### config.mk
export PLATFORM = sky130hd
export DESIGN_NAME = muldiv_seq
export DESIGN_NICKNAME = d
export VERILOG_FILES = /design/src/rtl/muldiv_pkg.sv /design/src/rtl/muldiv_seq_cond_neg32.sv /design/src/rtl/muldiv_seq.sv
export SDC_FILE = /design/constraint.sdc
export NUM_CORES = 1
export LEC_CHECK = 0
export CORE_MARGIN = 2
export CORE_UTILIZATION = 40
export DETAILED_ROUTE_END_ITERATION = 6
export PLACE_DENSITY = 0.67
export SKIP_CTS_REPAIR_TIMING = 1
export SLEW_MARGIN = 20
export SYNTH_ARGS = -nofsm -noshare
export SYNTH_HDL_FRONTEND = slang
export SYNTH_SLANG_ARGS = --single-unit
### constraint.sdc
create_clock -name clk -period 6.3 [get_ports clk]
set_clock_uncertainty 0.2 [all_clocks]
set_input_delay 0.63 -clock clk [delete_from_list [all_inputs] [get_ports clk]]
set_output_delay 0.63 -clock clk [all_outputs]
set_load 0.05 [all_outputs]
### src/rtl/muldiv_pkg.sv
`default_nettype none
// ============================================================================
//  Module      : muldiv_pkg
//  Description : Shared constants, state encoding and funct3 decode helper
//                for the iterative RV32M multiply/divide unit.
//  Revision    : 1.0  initial release
// ============================================================================
package muldiv_pkg;

  // One result bit is produced per RUN cycle
  localparam int MD_ITERS = 32;

  // funct3 encodings when funct7 = 0000001
  localparam logic [2:0] OP_MUL    = 3'b000;
  localparam logic [2:0] OP_MULH   = 3'b001;
  localparam logic [2:0] OP_MULHSU = 3'b010;
  localparam logic [2:0] OP_MULHU  = 3'b011;
  localparam logic [2:0] OP_DIV    = 3'b100;
  localparam logic [2:0] OP_DIVU   = 3'b101;
  localparam logic [2:0] OP_REM    = 3'b110;
  localparam logic [2:0] OP_REMU   = 3'b111;

  typedef enum logic [2:0] {
    IDLE = 3'd0,
    PREP = 3'd1,
    RUN  = 3'd2,
    FIX  = 3'd3,
    DONE = 3'd4
  } state_t;

  typedef struct packed {
    logic is_div;
    logic is_rem;
    logic is_signed_a;
    logic is_signed_b;
  } op_dec_t;

  // Classify an operation: divide vs multiply, remainder output, and which
  // operands are interpreted as two's complement.
  function automatic op_dec_t decode_op(input logic [2:0] op);
    op_dec_t d;
    d.is_div      = op[2];
    d.is_rem      = op[2] & op[1];
    d.is_signed_a = (op == OP_MULH) || (op == OP_MULHSU) ||
                    (op == OP_DIV)  || (op == OP_REM);
    d.is_signed_b = (op == OP_MULH) || (op == OP_DIV) || (op == OP_REM);
    return d;
  endfunction

endpackage
`default_nettype wire

### src/rtl/muldiv_seq_cond_neg32.sv
`default_nettype none
// ============================================================================
//  Module      : cond_neg32
//  Description : Conditional two's-complement slice: y = (neg ? ~a : a) + cin.
//                With cin = neg it negates a 32-bit value; chaining cout into
//                the next slice's cin builds wider negators.
//  Revision    : 1.0  initial release
// ============================================================================
module cond_neg32 (
  input  logic [31:0] a,
  input  logic        neg,
  input  logic        cin,
  output logic [31:0] y,
  output logic        cout
);

  logic [31:0] w_inv;

  // Inverter stage followed by the incrementing adder
  assign w_inv     = a ^ {32{neg}};
  assign {cout, y} = {1'b0, w_inv} + {32'b0, cin};

endmodule
`default_nettype wire

### src/rtl/muldiv_seq.sv
`default_nettype none
// ============================================================================
//  Module      : muldiv_seq
//  Description : Iterative RV32M multiply/divide unit. Shift-add multiply and
//                restoring divide on operand magnitudes, one bit per cycle,
//                with sign fix-up and RISC-V special-case results. Latency is
//                fixed: done pulses 35 cycles after the accepting edge.
//  Revision    : 1.0  initial release
// ============================================================================
module muldiv_seq
  import muldiv_pkg::*;
#(
  parameter int WIDTH = 32,
  parameter int ITERS = MD_ITERS
) (
  input  logic             clk,
  input  logic             rst_n,
  input  logic             start,
  input  logic [WIDTH-1:0] a,
  input  logic [WIDTH-1:0] b,
  input  logic [2:0]       operation,
  output logic             busy,
  output logic             done,
  output logic [WIDTH-1:0] result
);

  localparam int CW = $clog2(ITERS);

  state_t        r_state;
  state_t        w_next;

  logic [2:0]    r_op;
  logic [31:0]   r_a;
  logic [31:0]   r_b;
  logic [63:0]   r_acc;      // mul: {product hi, multiplier/product lo}; div: {rem, quo}
  logic [31:0]   r_opnd;     // mul: multiplicand magnitude; div: divisor magnitude
  logic          r_neg;      // sign to apply to the selected result
  logic [CW-1:0] r_cnt;
  logic [31:0]   r_result;

  op_dec_t       w_dec;
  logic          w_sa;
  logic          w_sb;
  logic [31:0]   w_mag_a;
  logic [31:0]   w_mag_b;
  logic          w_unused_cout_a;
  logic          w_unused_cout_b;

  logic [32:0]   w_mul_sum;
  logic [63:0]   w_mul_next;
  logic [63:0]   w_div_sh;
  logic [32:0]   w_div_diff;
  logic          w_div_ok;
  logic [63:0]   w_div_next;

  logic [31:0]   w_fix_lo_in;
  logic [31:0]   w_fix_lo;
  logic [31:0]   w_fix_hi;
  logic          w_fix_carry;
  logic          w_unused_cout_hi;
  logic [31:0]   w_final;

  assign w_dec = decode_op(r_op);
  assign w_sa  = w_dec.is_signed_a & r_a[31];
  assign w_sb  = w_dec.is_signed_b & r_b[31];

  // Operand magnitudes; 0x80000000 maps to itself as an unsigned value
  cond_neg32 u_mag_a (
    .a    (r_a),
    .neg  (w_sa),
    .cin  (w_sa),
    .y    (w_mag_a),
    .cout (w_unused_cout_a)
  );

  cond_neg32 u_mag_b (
    .a    (r_b),
    .neg  (w_sb),
    .cin  (w_sb),
    .y    (w_mag_b),
    .cout (w_unused_cout_b)
  );

  // One multiply step and one restoring-divide step computed from the accumulator
  always_comb begin
    w_mul_sum  = {1'b0, r_acc[63:32]} + (r_acc[0] ? {1'b0, r_opnd} : 33'd0);
    w_mul_next = {w_mul_sum, r_acc[31:1]};
    w_div_sh   = {r_acc[62:0], 1'b0};
    w_div_diff = {1'b0, w_div_sh[63:32]} + {1'b0, ~r_opnd} + 33'd1;
    // A bit shifted out of rem means the partial remainder exceeds any divisor
    w_div_ok   = w_div_diff[32] | r_acc[63];
    w_div_next = w_div_ok ? {w_div_diff[31:0], w_div_sh[31:1], 1'b1} : w_div_sh;
  end

  // For divides only the low slice output is used, fed with quotient or remainder
  assign w_fix_lo_in = (w_dec.is_div && w_dec.is_rem) ? r_acc[63:32] : r_acc[31:0];

  // 64-bit sign fix-up as two chained 32-bit slices
  cond_neg32 u_fix_lo (
    .a    (w_fix_lo_in),
    .neg  (r_neg),
    .cin  (r_neg),
    .y    (w_fix_lo),
    .cout (w_fix_carry)
  );

  cond_neg32 u_fix_hi (
    .a    (r_acc[63:32]),
    .neg  (r_neg),
    .cin  (w_fix_carry),
    .y    (w_fix_hi),
    .cout (w_unused_cout_hi)
  );

  // Output select with divide-by-zero and signed-overflow overrides
  always_comb begin
    w_final = w_fix_lo;
    if (w_dec.is_div) begin
      if (r_b == 32'd0) begin
        w_final = w_dec.is_rem ? r_a : 32'hFFFF_FFFF;
      end else if (w_dec.is_signed_b && (r_a == 32'h8000_0000) && (r_b == 32'hFFFF_FFFF)) begin
        w_final = w_dec.is_rem ? 32'd0 : 32'h8000_0000;
      end
    end else if (r_op != OP_MUL) begin
      w_final = w_fix_hi;
    end
  end

  // State register
  always_ff @(posedge clk) begin
    if (!rst_n) begin
      r_state <= IDLE;
    end else begin
      r_state <= w_next;
    end
  end

  // Next-state decode and status outputs
  always_comb begin
    w_next = r_state;
    busy   = 1'b1;
    done   = 1'b0;
    case (r_state)
      IDLE: begin
        busy = 1'b0;
        if (start) w_next = PREP;
      end
      PREP: w_next = RUN;
      RUN:  if (r_cnt == CW'(ITERS - 1)) w_next = FIX;
      FIX:  w_next = DONE;
      DONE: begin
        done   = 1'b1;
        w_next = IDLE;
      end
      default: begin
        busy   = 1'b0;
        w_next = IDLE;
      end
    endcase
  end

  // Datapath: latch, prepare magnitudes, iterate, write the result
  always_ff @(posedge clk) begin
    if (!rst_n) begin
      r_op     <= 3'd0;
      r_a      <= 32'd0;
      r_b      <= 32'd0;
      r_acc    <= 64'd0;
      r_opnd   <= 32'd0;
      r_neg    <= 1'b0;
      r_cnt    <= '0;
      r_result <= 32'd0;
    end else begin
      case (r_state)
        IDLE: begin
          if (start) begin
            r_op <= operation;
            r_a  <= a;
            r_b  <= b;
          end
        end
        PREP: begin
          r_opnd <= w_dec.is_div ? w_mag_b : w_mag_a;
          r_acc  <= {32'd0, (w_dec.is_div ? w_mag_a : w_mag_b)};
          r_neg  <= w_dec.is_rem ? w_sa : (w_sa ^ w_sb);
          r_cnt  <= '0;
        end
        RUN: begin
          r_acc <= w_dec.is_div ? w_div_next : w_mul_next;
          r_cnt <= r_cnt + CW'(1);
        end
        FIX: begin
          r_result <= w_final;
        end
        default: ;
      endcase
    end
  end

  assign result = r_result;

endmodule
`default_nettype wire

### Yosys cells after proc, flatten, opt, wreduce, memory -nomap -nowiden

Index checks and enable logic that the tools add are counted.

| word-level totals | value |
|---|---|
| word-level logic and storage cells | 75 |
| flip-flop bits (word level) | 204 |

| cells by class | value |
|---|---|
| bitwise logic cells | 10 |
| add/sub/neg operators | 8 |
| mux-type cells | 20 |
| reduce and logical (&&, ||, !) cells | 15 |
| equality and inequality tests | 13 |

Operator list:

| operator | count |
|---|---|
| 2-to-1 mux 32 bit | 10 |
| 2-to-1 mux 64 bit | 2 |
| one-hot mux 64 bit (2 select lines) | 1 |
| XOR 32 bit | 4 |
| adder 32 x 1 -> 32 bit | 3 |
| adder 32 x 32 -> 33 bit | 2 |
| equality test 32 bit (second input constant) | 2 |
| adder 32 x 1 -> 33 bit | 1 |
| adder 33 x 1 -> 33 bit (second input constant) | 1 |
| logical NOT 32 bit | 1 |
| NOT 32 bit | 1 |
| one-hot mux 3 bit (4 select lines) | 1 |
| one-hot mux 5 bit (2 select lines) | 1 |
| equality test 3 x 2 -> 1 bit (second input constant) | 3 |
| equality test 3 bit (second input constant) | 3 |
| equality test 3 x 1 -> 1 bit (second input constant) | 2 |
| 2-to-1 mux 3 bit | 2 |
| adder 5 x 1 -> 5 bit (second input constant) | 1 |
| equality test 5 bit (second input constant) | 1 |
| logical OR 1 bit | 5 |
| inequality test 2 bit (second input constant) | 2 |
| AND reduction 2 bit | 2 |
| OR reduction 4 bit | 1 |
| bitwise AND 1 bit | 3 |
| 7 further kinds | 11 |

### Depth between registers and ports, before layout

Gate-level depths: netlist of the first run.

| depth | value |
|---|---|
| word-level depth | 9 |
| mapped depth | 24 |
| depth with buffers taken out | 18 |

### Modules after synthesis

A second synthesis of the first run with hierarchy kept.

| second synthesis, totals | value |
|---|---|
| cells, all modules | 2660 |
| area, all modules | 19650.1 sq um |

Modules (own cells, without submodules):

| module | area an instance (sq um) | sequential area each (sq um) | instances | cells an instance |
|---|---|---|---|---|
| muldiv_seq | 13674.4 | 4083.9 | 1 | 1784 |
| cond_neg32 | 1493.9 | 0.0 | 4 | 219 |

### Worst setup path before layout of the first run

No wires, ideal clock.

| path | value |
|---|---|
| path type | reg-to-reg |
| from | register r_neg |
| to | register r_result[30], in the netlist result[30] |
| arrival time | 4.894 ns |
| data required time | 5.980 ns |
| period minus slack after synthesis | 5.214 ns |
| stages on the path, launching flop included | 25 |
| setup slack | 1.086 ns |
| path through | dfxtp_1 buf_2 buf_2 buf_2 buf_2 buf_2 buf_1 xnor2_1 ha_1 o2111ai_2 and4b_1 buf_6 nand2_1 nor2_1 ha_1 ha_1 nand2_1 or3_1 clkbuf_1 nor3_1 mux2i_1 xor2_1 nand2_1 a41oi_1 o21ai_1 |

| between the ends | value |
|---|---|
| word-level cells in the longest chain between the ends | 5 |
| elaborated cells on any way between the ends | 8 |
| classes of those cells | 2 x add/sub; 4 x mux; 2 x bitwise |

RTL lines:

| item | RTL line | text |
|---|---|---|
| from (decl) | muldiv_seq.sv:37 | `logic r_neg;` |
| from (signal assigned) | muldiv_seq.sv:185 | `r_neg <= w_dec.is_rem ? w_sa : (w_sa ^ w_sb);` |
| XOR 32 bit | muldiv_seq_cond_neg32.sv:20 | `assign w_inv = a ^ {32{neg}};` |
| adder 32 x 1 -> 33 bit | muldiv_seq_cond_neg32.sv:21 | `assign {cout, y} = {1'b0, w_inv} + {32'b0, cin};` |
| adder 32 x 1 -> 32 bit / 2-to-1 mux 32 bit (equally long branches) | muldiv_seq_cond_neg32.sv:21, muldiv_seq.sv:121 |  |
| 2-to-1 mux 32 bit, on equally long branches | muldiv_seq.sv:124, muldiv_seq.sv:119 |  |
| 2-to-1 mux 32 bit * | muldiv_seq.sv:118 | `if (w_dec.is_div) begin` |
| to (signal assigned) | muldiv_seq.sv:193 | `r_result <= w_final;` |
| to (decl) | muldiv_seq.sv:39 | `logic [31:0] r_result;` |

Every way passes the cells marked *; elsewhere a longest branch is shown, timed or not.
A chain may end at the register's enable or synchronous reset.

### Final worst setup path of the first run

| path | value |
|---|---|
| from | register r_op[1] |
| to | register r_result[30], in the netlist result[30] |

| between the ends | value |
|---|---|
| word-level cells in the longest chain between the ends | 8 |
| elaborated cells on any way between the ends | 19 |
| classes of those cells | 2 x add/sub; 3 x eq/ne; 6 x mux; 2 x bitwise; 6 x reduce/logical |

RTL lines:

| item | RTL line | text |
|---|---|---|
| from (decl) | muldiv_seq.sv:32 | `logic [2:0] r_op;` |
| from (signal assigned) | muldiv_seq.sv:177 | `r_op <= operation;` |
| bitwise AND 1 bit (tied with other cells) | muldiv_pkg.sv:43 | `d.is_rem = op[2] & op[1];` |
| logical AND 1 bit / logical OR 1 bit (equally long branches) | muldiv_seq.sv:96, muldiv_pkg.sv:46 |  |
| 2-to-1 mux 32 bit / logical OR 1 bit (equally long branches) | muldiv_seq.sv:96, muldiv_pkg.sv:46 |  |
| XOR 32 bit / logical AND 1 bit (equally long branches) | muldiv_seq_cond_neg32.sv:20, muldiv_seq.sv:121 |  |
| adder 32 x 1 -> 33 bit / logical AND 1 bit (equally long branches) | muldiv_seq_cond_neg32.sv:21, muldiv_seq.sv:121 |  |
| adder 32 x 1 -> 32 bit / 2-to-1 mux 32 bit (equally long branches) | muldiv_seq_cond_neg32.sv:21, muldiv_seq.sv:121 |  |
| 2-to-1 mux 32 bit, on equally long branches | muldiv_seq.sv:124, muldiv_seq.sv:119 |  |
| 2-to-1 mux 32 bit * | muldiv_seq.sv:118 |  |

Marked as above.

==> results of run 1 <==
metrics by stage:
step / setup WS, ps / instance area (µm²) / utilization / power (µW) / std cells
after floorplan: 1086 / 18620 / - / 2339 / 2581
final: 536.4 / 20740 / 0.4484 / 4205 / 3168
after global routing: 54.58 / 20740 / 0.4484 / 4368 / 3168
after CTS: 641.9 / 20740 / 0.4484 / 4187 / 3168
after global placement: 848.3 / 19920 / 0.4307 / 2725 / 3125
after detailed placement: 667.4 / 19920 / 0.4307 / 2737 / 3125
layout by cell type (no fill, tap or decap), drive strengths merged, types with 11 or more instances in the layout:
cell           netlist  layout
and4                11      11
xor2                56      56
a21o                30      30
xnor2              158     158
o22ai               22      22
nor3                45      45
o31ai               18      18
nor2               190     190
o211ai              28      28
clkdlybuf4s50        0     102
a21boi              90      90
and3                27      27
a31oi               38      38
and2                51      51
a211oi              34      34
dfxtp              204     204
a21oi              153     153
inv                 67      68
nand4               31      31
clkbuf             164      37
nor4                18      18
nor2b               28      28
mux2i               88      88
o21ai              182     182
nand3               65      65
buf                 49      48
ha                  73      73
or3                 15      15
nand2b              15      15
o21a                32      32
o221ai              17      17
nand2              394     394
registers in the layout (all words and copies together), names as in the netlist:
name / count
result: 32
r_b: 32
r_a: 32
r_neg: 1
r_opnd: 32
r_cnt: 5
r_state: 3
r_acc: 64
r_op: 3
where the power goes:
part	internal (µW)	switching (µW)	total, µW
Sequential	1350	130	1480
Combinational	472	798	1270
Clock	850	608	1460
cells by family (layout without fill, tap and decap cells):
family                     count (synthesis)  count (layout)  share of synthesized area
AOI/OAI and AO/OA                        771             771                     0.2758
DFF                                      204             204                     0.2194
xor gates and xnor gates                 215             215                     0.1027
and+or+nand+nor                          942             942                     0.2409
buffers and inverters                    282             262                    0.06029
muxes                                     92              92                    0.04974
adders and majority gates                 75              75                    0.05122
tightest hold or removal path, stage by stage (launching register included):
cell and delay [ps]:
dfxtp_1 310, nand2_1 50, o21ai_1 50
layer usage:
layer,part of all wire,GRT usage,vias to the layer above
met1,0.42,0.3765,9280
met4,0.048,0.1197,0
met2,0.43,0.4398,974
met5,0,0,-
li1,-,-,9138
met3,0.10,0.06487,190
how the worst min path moves through the flow:
stage,from,to,slack [ps]
final,result[29],result[29],240
after global routing,result[29],result[29],260
after CTS,result[29],result[29],250
after detailed placement,result[29],result[29],240
after global placement,result[29],result[29],240
after floorplan,r_opnd[13],r_opnd[13],250
cell type report:
cell class | count | area share
timing repair buffer | 150 | 0.06659
tap | 607 | 0.03661
clock inverter | 6 | 0.003981
sequential | 204 | 0.1972
clock buffer | 37 | 0.03565
inverter | 69 | 0.01248
multi-input combinational | 2095 | 0.6475
==> impl_metrics.csv, run 1 <==
group,metric,value,unit
status,status,"finished, final reports clean",
synth,synth_fp_nets,2726,
grt,grt_pass1_vias,18020,
synth,synth_top_area_cell,"dfxtp_1",
clocking,root_buffer,"clkbuf_16",
setup_path,worstSetupStartpointType,"register",
timing,holdWs,241.3,ps
setup_path,worst_path_most_repeated_cell,"ha_1",
die,core,0.04626,mm²
grt,grt_max_degree,79,
die,io_pins,104,
setup_path,critical_path_depth,18,
grt,overflow,0,
drt,drtIter0Drc,2074,
place,port_buffers,103,
grt,grt_antenna_before_repair,2,
drt,drt_pass1_iterations,6,
timing,final_max_slew_viol_count,0,
setup_path,slowest_delay,790,ps
synth,avgSynthCellArea,7.212,µm²
timing,finalSetupTns,0,ps
synth,synth_seq_cells,204,
setup_path,reg2reg_to,"result[30]",
pwr,power.leakage,0.007935,µW
setup_path,worstSetupPathType,"register to register",
layout,antenna_cells,0,
timing,hold_viol,0,
synth,yosysUniqueCellTypes,103,
setup_path,path_buf_inv,0,
layout,drive_above_1_share,0.05623,
pwr,ir_worst_vdd,0.1544,mV
drt,drt-total-wl,70.68,mm
synth,yosys_warnings,0,
timing,layout_min_cycle_time,5764,ps
drt,final_antenna_net_count,0,
die,initial_core_util,0.4024,
place,hpwl,54.27,mm
synth,synth_flop_cell,"dfxtp_1",
layout,multiInputGateArea,0.01343,mm²
place,globalplace.congestion,1.012,
die,chipHeight,219.7,µm
synth,synthCells,2581,
timing,finalCritPeriodShare,0.9149,
die,placementRows,79,
layout,regArea,0.004091,mm²
setup_path,cp_top_family,"simple AND/OR/NAND/NOR gates",
timing,setup_viol,0,
drt,viasPerCell,6.181,
die,die_area,0.04828,mm²
clocking,htree_levels,1,
setup_path,cp-end-kind,"register",
drt,routedWlPerCell,22.31,µm
synth,synth_top_area_frac,0.2194,
setup_path,arrival,6000,ps
flow_run,maxCapViolations,0,
synth,synth.area.top_cells,"dfxtp_1 22%, nand2_1 7.9%, xnor2_1 7.4%, ha_1 4.9%, mux2i_1 4.7%",
setup_path,crit_path_top_delay_cell,"dfxtp_1",
clocking,cts_buffer_depth,3,
synth,syn_area,0.01862,mm²
timing,relSlewSlack,0.2248,
setup_path,reg2reg_slack,540,ps
layout,areaGrowthSynthToFinish,11.44,%
drt,vias,19580,
layout,fin_nets,2689,
clocking,clk_latency,570,ps
drt,drc,0,
setup_path,crit_required,6540,ps
setup_path,ff2ff_path_depth,18,
setup_path,crit_fanout,20,
setup_path,reg2reg_from,"r_op[1]",
die,die_w,219.7,µm
worst_hold_path,worst_hold_path_type,"register to register",
synth,synthArstFlopShare,0,
synth,synth-seq-area-share,0.2194,
layout,num-fill-cells,4679,
clocking,path_clk_slew,60,ps
setup_path,cp_cell_sequence,"nand2_2 -> mux2i_1 -> ha_1 -> ha_1 -> o2111ai_2 -> and4b_1 -> nand2_1 -> nor2_1 -> ha_1 -> ha_1 -> nand2_1 -> or3_1 -> nor3_1 -> mux2i_1 -> xor2_1 -> nand2_1 -> a41oi_1 -> o21ai_1",
synth,synth_edf_count,0,
worst_hold_path,holdPathStages,2,
setup_path,endpoint,"result[30]",
synth,post-synth-top-count-cell,"nand2_1",
clocking,clkSinkCount,204,
synth,synthTopCellsByCount,"392 x nand2_1, 204 x dfxtp_1, 190 x nor2_1",
clocking,cts_buffers,24,
grt,grt_pass1_wl,105.8,mm
clocking,cts_tree,"done",
grt,grt_util_all_layers,0.2835,
timing,grt_setup_unrepaired,"false",
setup_path,critPathLaunch,"r_op[1]",
pwr,p_per_area,202.7,mW/mm²
timing,timing.fmax,0.1735,GHz
timing,worst_pin_slew,1160,ps
Note: power is estimated with default switching activity, not from simulation.
==> inputs of run 2 (changes only) <==
Settings changed: HOLD_SLACK_MARGIN set to 0.02.
==> results of run 2 <==
No change in the layout: final DEF, timing and power equal those of run 1.
